$ cat src/rtl/bcd_counter_n.sv
// Multi-digit packed-BCD counter with load, enable, terminal-count pulse and wrap/saturate option.
// Define BCD_COUNTER_DOWN_EN to add the iUp port and down counting.
module bcd_counter_n #(
   parameter int DIGITS = 2,
   parameter bit WRAP   = 1'b1
) (
   input  logic                  iClk,
   input  logic                  iRst_n,
   input  logic                  iEn,
   input  logic                  iLoad,
   input  logic [4*DIGITS-1:0]   iLoadVal,
`ifdef BCD_COUNTER_DOWN_EN
   input  logic                  iUp,
`endif
   output logic [4*DIGITS-1:0]   oCount,
   output logic                  oTc
);

   localparam int W = 4 * DIGITS;

   logic [W-1:0] count_q, count_d;
   logic         tc_q, tc_d;
   logic         up;
   logic         at_term;

   // Out-of-range nibbles are forced to 0 so the count register only ever holds digits 0..9.
   function automatic logic [W-1:0] bcd_sanitize(input logic [W-1:0] v);
      logic [W-1:0] r;
      r = v;
      for (int i = 0; i < DIGITS; i++) begin
         if (v[4*i +: 4] > 4'd9) r[4*i +: 4] = 4'd0;
      end
      return r;
   endfunction

   function automatic logic [W-1:0] bcd_step(input logic [W-1:0] v, input logic dir_up);
      logic [W-1:0] r;
      logic         c;
      r = v;
      c = 1'b1;
      for (int i = 0; i < DIGITS; i++) begin
         if (c) begin
            if (dir_up) begin
               if (v[4*i +: 4] == 4'd9) r[4*i +: 4] = 4'd0;
               else begin
                  r[4*i +: 4] = v[4*i +: 4] + 4'd1;
                  c = 1'b0;
               end
            end else begin
               if (v[4*i +: 4] == 4'd0) r[4*i +: 4] = 4'd9;
               else begin
                  r[4*i +: 4] = v[4*i +: 4] - 4'd1;
                  c = 1'b0;
               end
            end
         end
      end
      return r;
   endfunction

   function automatic logic bcd_is_term(input logic [W-1:0] v, input logic dir_up);
      logic t;
      t = 1'b1;
      for (int i = 0; i < DIGITS; i++) begin
         if (v[4*i +: 4] != (dir_up ? 4'd9 : 4'd0)) t = 1'b0;
      end
      return t;
   endfunction

`ifdef BCD_COUNTER_DOWN_EN
   assign up = iUp;
`else
   assign up = 1'b1;
`endif

   assign at_term = bcd_is_term(count_q, up);

   always_comb begin
      count_d = count_q;
      tc_d    = 1'b0;
      if (iLoad) begin
         count_d = bcd_sanitize(iLoadVal);
      end else if (iEn) begin
         tc_d = at_term;
         // Saturating mode parks on the terminal value; the pulse still fires every counted edge there.
         if (!(at_term && !WRAP)) count_d = bcd_step(count_q, up);
      end
   end

   always_ff @(posedge iClk or negedge iRst_n) begin
      if (!iRst_n) begin
         count_q <= '0;
         tc_q    <= 1'b0;
      end else begin
         count_q <= count_d;
         tc_q    <= tc_d;
      end
   end

   assign oCount = count_q;
   assign oTc    = tc_q;

endmodule

$ cat config.mk
export PLATFORM = sky130hd
export DESIGN_NAME = bcd_counter_n
export DESIGN_NICKNAME = d
export VERILOG_FILES = /design/src/rtl/bcd_counter_n.sv
export SDC_FILE = /design/constraint.sdc
export NUM_CORES = 1
export LEC_CHECK = 0
export ABC_AREA = 1
export BUFFER_PORTS_ARGS = -buffer_cell sky130_fd_sc_hd__buf_2
export CELL_PAD_IN_SITES_DETAIL_PLACEMENT = 2
export CELL_PAD_IN_SITES_GLOBAL_PLACEMENT = 2
export CORE_MARGIN = 5
export CORE_UTILIZATION = 24
export CTS_BUF_LIST = sky130_fd_sc_hd__clkbuf_8 sky130_fd_sc_hd__clkbuf_16
export DETAILED_ROUTE_END_ITERATION = 8
export GPL_ROUTABILITY_DRIVEN = 0
export PLACE_DENSITY = 0.81
export RECOVER_POWER = 100
export SETUP_SLACK_MARGIN = 0.5
export SYNTH_ARGS = -nofsm -noshare
export SYNTH_HDL_FRONTEND = slang
export SYNTH_SLANG_ARGS = --single-unit
export TNS_END_PERCENT = 1
$ cat constraint.sdc
create_clock -name iClk -period 1.1 [get_ports iClk]
set_input_delay 0.22 -clock iClk [delete_from_list [all_inputs] [get_ports iClk]]
set_output_delay 0.22 -clock iClk [all_outputs]
set_load 0.05 [all_outputs]
==> results.md, run 1 <==
* Status: finished with violations
* Failing checks: negative hold slack, negative setup slack
* Placed Cells at 141
* Crit Path Class: flop to flop
* Post-synth net total at 100
* Most frequent cells in the layout: nand2_1, nand3_1, buf_2, buf_4, dfrtp_2
* Drt first pass iters at 4
* Worst-Skew Late Latency at 0.24 ns
* Grt total ovfl at 0
* Clock H-tree levels at 1
* Layout Cells excl Fill at 150
* Final Setup Violations at 7
* Combinational family with the most area after synthesis: simple AND/OR/NAND/NOR gates
* Synth Area per Inst at 6.71 um^2
* CTS max path bufs at 2
* Buffer and inverter count on the worst path at 1
* Worst slack at placement at 0.00984 ns
* IO Port Bufs at 20
* CTS tree: built
* CP top delay family: simple AND/OR/NAND/NOR gates
* Placed Area at 766 um^2
* # diodes at 0
* Starting DRC count in detailed routing at 16
* Distinct cell type count after synthesis at 16
* Post-synthesis xor/xnor area fraction at 0
* Share of cells above drive strength 1 at 0.508
* Worst path cell trace: nor2_4 -> nand2_2 -> nand2_4 -> nand2_4 -> inv_4 -> nand2_1 -> nand2_1
* Layout Nets at 133
* Synth Instances at 88
* Crit path launch type: flop
* Seq/Total Area, Yosys at 0.381
* Synth Register Bits at 9
* Initial Utilization at 0.245
* Compound-Gate Fraction of Synth Area at 0.0996
* Cell area after layout at 953 um^2
* Detailed Place HPWL at 1800 um
* Gr usage total at 0.173
* Setup TNS at -0.223 ns
* Slew headroom at 0.621
* Critical Path Max Stage Delay at 0.45 ns
* First-pass GRT wire length at 4350 um
* Core ar. at 2410 um^2
* Max-cap violations at 0
* Synth Warn # at 0
* CTS root buf: clkbuf_8
* Commonest non-fill, non-tap cell in the layout: nand2_1
* Hold_ws at -0.0500 ns
* Pins Over Slew Limit at 0
* Row count at 18
* FMAX at 870 MHz
* # DRC at 0
* DR vias at 763
* Vias in the first global route at 814
* Largest net degree at the start of global routing at 10
* Required time of the critical path at 1.27 ns
* Area grow syn2layout at 61.4%
* Simple-gate area share of the yosys netlist at 0.430
* Vias/cell at 5.09
* Proportion of synthesized area in mux cells at 0
* Worst IR Drop VDD at 1.04 mV
* Pwr dens at 1660 nW/um^2
* Fillcell total at 268
* Final hold vios at 9
* CTS sink count at 9
* # IOs at 21
* Worst-margin pin slew at 0.569 ns
* Worst Setup End Kind: flop
* Setup Skew at 0.00253 ns
* Die area at 3550 um^2
* Synthesized area at 591 um^2
* Die Ht at 59.6 um
* Worst setup margin at -0.0493 ns
* CP max FO at 4
* RSZ-0062 raised after global routing: true
* Crit share post-route at 1.04
* Leakage power figure at 0.480 nW
* Tmin final at 1.15 ns
* Critical Path Slowest Stage Cell: dfrtp_2
* HP Class: input pin to asynchronous set/reset pin
* Arrival time worst endpoint at 1.32 ns
* Routed length per instance at 20.3 um
* Post-synthesis adder-cell area fraction at 0
* Num CTS Buffers at 3
* Initial antenna violation count at 0
* Die width at 59.6 um
* Clock slew seen by the registers of the worst setup and hold paths at 0.05 ns
* Final WL at 3050 um
* Post-route ant nets at 0
==> synthesized netlist by cell type <==
| master | number | area [um^2] |
|---|---|---|
| nand4_1 | 2 | 12.5 |
| dfrtp_1 | 9 | 225 |
| nand3_1 | 14 | 70.1 |
| buf_4 | 1 | 7.51 |
| o21ai_0 | 7 | 35.0 |
| nand2_1 | 24 | 90.1 |
| nor4_1 | 1 | 6.26 |
| inv_1 | 8 | 30.0 |
| nand2_2 | 2 | 12.5 |
| a22oi_1 | 1 | 7.51 |
| o22ai_1 | 1 | 6.26 |
| nand2_4 | 1 | 11.3 |
| a21oi_1 | 2 | 10.0 |
| nor2_1 | 7 | 26.3 |
| inv_2 | 4 | 15.0 |
| nor2_2 | 4 | 25.0 |
==> routing by layer <==
| layer | share of wire | track usage | up-vias |
|---|---|---|---|
| li1 | - | - | 352 |
| met1 | 0.39 | 0.202 | 389 |
| met2 | 0.56 | 0.318 | 18 |
| met3 | 0.031 | 0.0218 | 4 |
| met4 | 0.017 | 0.0601 | 0 |
| met5 | 0 | 0 | - |
==> metrics by stage <==
stage	power (mW)	util	hold WS, ns
after global placement	0.965	0.318	0.0881
after global routing	1.64	0.396	-0.0261
final	1.58	0.396	-0.0500
after floorplan	0.808	-	-0.0756
after detailed placement	0.982	0.318	0.0895
after CTS	1.49	0.374	-0.172
==> worst register-to-register path, cell delays in order, from the launching register on <==
cell and delay [ns]:
dfrtp_2 0.45, nor2_4 0.15, nand2_2 0.10, nand2_4 0.10
nand2_4 0.08, inv_4 0.09, nand2_1 0.06, nand2_1 0.06
==> cell families after synthesis <==
kind of cell | after synthesis
buffers and inverters | 13
and+or+nand+nor | 55
AOI/OAI and AO/OA | 11
DFF | 9
==> flip-flops by register name, summed over array words and instances (netlist names) <==
signal / count
oTc: 1
oCount: 8
==> repair_timing <==
item | 4_1_cts | 5_1_grt
setup endpoints to repair | 18 | 18
resized for setup | 18 | 20
endpoints found under the hold margin | 9 | 9
buffers inserted | 4 | 1
pin swaps | 3 | 8
==> where the power goes <==
part	switching [mW]	internal [mW]
Combinational	0.445	0.251
Clock	0.144	0.248
Sequential	0.101	0.390
Total	0.690	0.889
==> worst paths after layout <==
| path | start | end | slack (ns) | cells past startpoint |
|---|---|---|---|---|
| min reg2reg | oCount[2] | oCount[2] | 0.59 | 2 |
| max reg2reg | oCount[1] | oCount[4] | -0.05 | 7 |
| max in group asynchronous | iRst_n | oCount[7] | 0.74 | 1 |
| min in group iClk | iLoadVal[3] | oCount[3] | 0.28 | 3 |
| max | oCount[1] | oCount[4] | -0.05 | 7 |
| min | iRst_n | oCount[2] | -0.05 | 1 |
==> layout make-up <==
| class | count | area (um^2) | share of cell area |
|---|---|---|---|
| Tap cell | 30 | 37.5 | 0.0394 |
| Timing Repair Buffer | 29 | 223 | 0.234 |
| Clock buffer | 3 | 41.3 | 0.0433 |
| Multi-Input combinational cell | 66 | 362 | 0.379 |
| Clock inverter | 1 | 5.00 | 0.00525 |
| Inverter | 12 | 50.0 | 0.0525 |
| Sequential cell | 9 | 235 | 0.247 |
(Power assumes the default switching activity.)
==> inputs of run 2 (changes only) <==
--- a/config.mk
+++ b/config.mk
@@ -15,7 +15,6 @@
 export DETAILED_ROUTE_END_ITERATION = 8
 export GPL_ROUTABILITY_DRIVEN = 0
 export PLACE_DENSITY = 0.81
-export RECOVER_POWER = 100
 export SETUP_SLACK_MARGIN = 0.5
 export SYNTH_ARGS = -nofsm -noshare
 export SYNTH_HDL_FRONTEND = slang
==> results.md, run 2 (synthesized netlist as in run 1, its figures left out) <==
* Worst Setup End Kind: flop (unchanged)
* # DRC at 0 (unchanged)
* Final Power at 1.59 mW (was 1.58 mW)
* Status: finished with violations (unchanged)
* Layout Nets at 133 (unchanged)
* Worst-Skew Late Latency at 0.24 ns (about the same)
* Setup Skew at 0.00258 ns (was 0.00253 ns)
* RSZ-0062 raised after global routing: true (unchanged)
* Clock H-tree levels at 1 (unchanged)
* Worst slack at placement at 0.00984 ns (unchanged)
* # diodes at 0 (unchanged)
* First-pass GRT wire length at 4350 um (unchanged)
* Sw frac at 0.436 (was 0.437)
* Tmin final at 1.15 ns (about the same)
* Starting DRC count in detailed routing at 9 (was 16)
* Failing checks: negative hold slack, negative setup slack (unchanged)
* IO Port Bufs at 20 (unchanged)
* # IOs at 21 (unchanged)
* Largest net degree at the start of global routing at 10 (unchanged)
* Die area at 3550 um^2 (unchanged)
* Core ar. at 2410 um^2 (unchanged)
* CTS tree: built (unchanged)
* Crit Path Class: flop to flop (unchanged)
* Flop pwr share at 0.311 (about the same)
* CTS root buf: clkbuf_8 (unchanged)
* FMAX at 867 MHz (was 870 MHz)
* Placed Cells at 141 (unchanged)
* Final hold vios at 9 (unchanged)
* Die Ht at 59.6 um (unchanged)
* Layout Cells excl Fill at 150 (unchanged)
* Gr usage total at 0.173 (unchanged)
* Num CTS Buffers at 3 (unchanged)
* Share of cells above drive strength 1 at 0.517 (was 0.508)
* Largest register FFs at 8 (unchanged)
* Most frequent cells in the layout: nand2_1, nand3_1, buf_2, buf_4, dfrtp_2 (unchanged)
* Final WL at 3040 um (was 3050 um)
* Detailed Place HPWL at 1800 um (unchanged)
* Max-cap violations at 0 (unchanged)
* Grt total ovfl at 0 (unchanged)
* Worst-margin pin slew at 0.349 ns (was 0.569 ns)
* Pwr dens at 1650 nW/um^2 (was 1660 nW/um^2)
* Int Pwr at 896 uW (was 889 uW)
* Clock slew seen by the registers of the worst setup and hold paths at 0.05 ns (about the same)
* CP max FO at 4 (unchanged)
* Commonest non-fill, non-tap cell in the layout: nand2_1 (unchanged)
* Worst IR Drop VDD at 1.04 mV (about the same)
* Slew headroom at 0.765 (was 0.621)
* Crit share post-route at 1.05 (was 1.04)
* Die width at 59.6 um (unchanged)
* Worst setup margin at -0.0539 ns (was -0.0493 ns)
* HP Class: input pin to asynchronous set/reset pin (unchanged)
* Row count at 18 (unchanged)
* Vias/cell at 5.11 (was 5.09)
* CTS sink count at 9 (unchanged)
* Leakage power figure at 0.485 nW (was 0.480 nW)
* Required time of the critical path at 1.27 ns (about the same)
* Vias in the first global route at 814 (unchanged)
* DR vias at 766 (was 763)
* Comb pwr share at 0.442 (was 0.440)
* Clock power frac at 0.247 (was 0.248)
* Pins Over Slew Limit at 0 (unchanged)
* Initial Utilization at 0.245 (unchanged)
* Post-route ant nets at 0 (unchanged)
* Area grow syn2layout at 62.9% (was 61.4%)
* Initial antenna violation count at 0 (unchanged)
* Net switching power at 693 uW (was 690 uW)
* Drt first pass iters at 4 (unchanged)
* Hold_ws at -0.162 ns (was -0.0500 ns)
* Crit path launch type: flop (unchanged)
* Routed length per instance at 20.3 um (about the same)
* Arrival time worst endpoint at 1.33 ns (was 1.32 ns)
* CTS max path bufs at 2 (unchanged)
* Final Setup Violations at 7 (unchanged)
## run 2: cell types whose count changed in the layout (fill, tap and decap cells not counted)
cell      previous run  this run
buf_8                1         2
clkbuf_4             1         0
buf_2               10        11
clkbuf_1             1         0
## run 2: routing by layer
metal	global-route usage	vias to the layer above	routed length, um
li1	-	352	-
met1	0.202	392	1200
met2	0.318	18	1710
met3	0.0218	4	79
met4	0.0601	0	53
met5	0	-	0
## run 2: worst max-delay path, cell delays in order, from the launching register on
cell and delay (ns):
dfrtp_2 0.45, nor2_4 0.15, nand2_2 0.10, nand2_4 0.10, nand2_4 0.08, inv_4 0.09, nand2_1 0.06, nand2_1 0.06
## run 2: layout make-up
type                       count  area (um^2)
fill                         268         1450
multi-input combinational     66          362
sequential                     9          235
timing repair buffer          29          231
inverter                      12         50.0
clock buffer                   3         41.3
tap                           30         37.5
clock inverter                 1         5.00
## run 2: per-stage QoR
step                setup TNS (ns)  utilization  area, um^2
finish                      -0.248        0.399         962
global route                -0.642        0.399         962
CTS                              0        0.374         902
detailed placement               0        0.318         766
global placement                 0        0.318         766
floorplan                   -0.228            -         606
## run 2: timing repair
action / 4_1_cts / 5_1_grt
setup buffers: 4 / 1
pin swaps: 3 / 8
endpoints found under the hold margin: 9 / 9
resized for setup: 18 / 20
endpoints found under the setup margin: 18 / 18
## run 2: final timing paths
kind                              from        end  slack (ns)  cells past startpoint
min in group iClk          iLoadVal[3]  oCount[3]        0.28                      3
hold / removal                  iRst_n  oCount[2]       -0.16                      1
hold reg to reg              oCount[2]  oCount[2]        0.59                      2
setup reg to reg             oCount[1]  oCount[4]       -0.05                      7
setup / recovery             oCount[1]  oCount[4]       -0.05                      7
max in group asynchronous       iRst_n  oCount[7]        1.05                      1
## run 2: power by group through the flow
stage	clock (mW)	combinational (mW)	sequential, mW
final	0.392	0.703	0.494
after global routing	0.416	0.738	0.499
after CTS	0.409	0.606	0.476
after detailed placement	0	0.512	0.470
after global placement	0	0.500	0.465
after floorplan	0	0.179	0.628
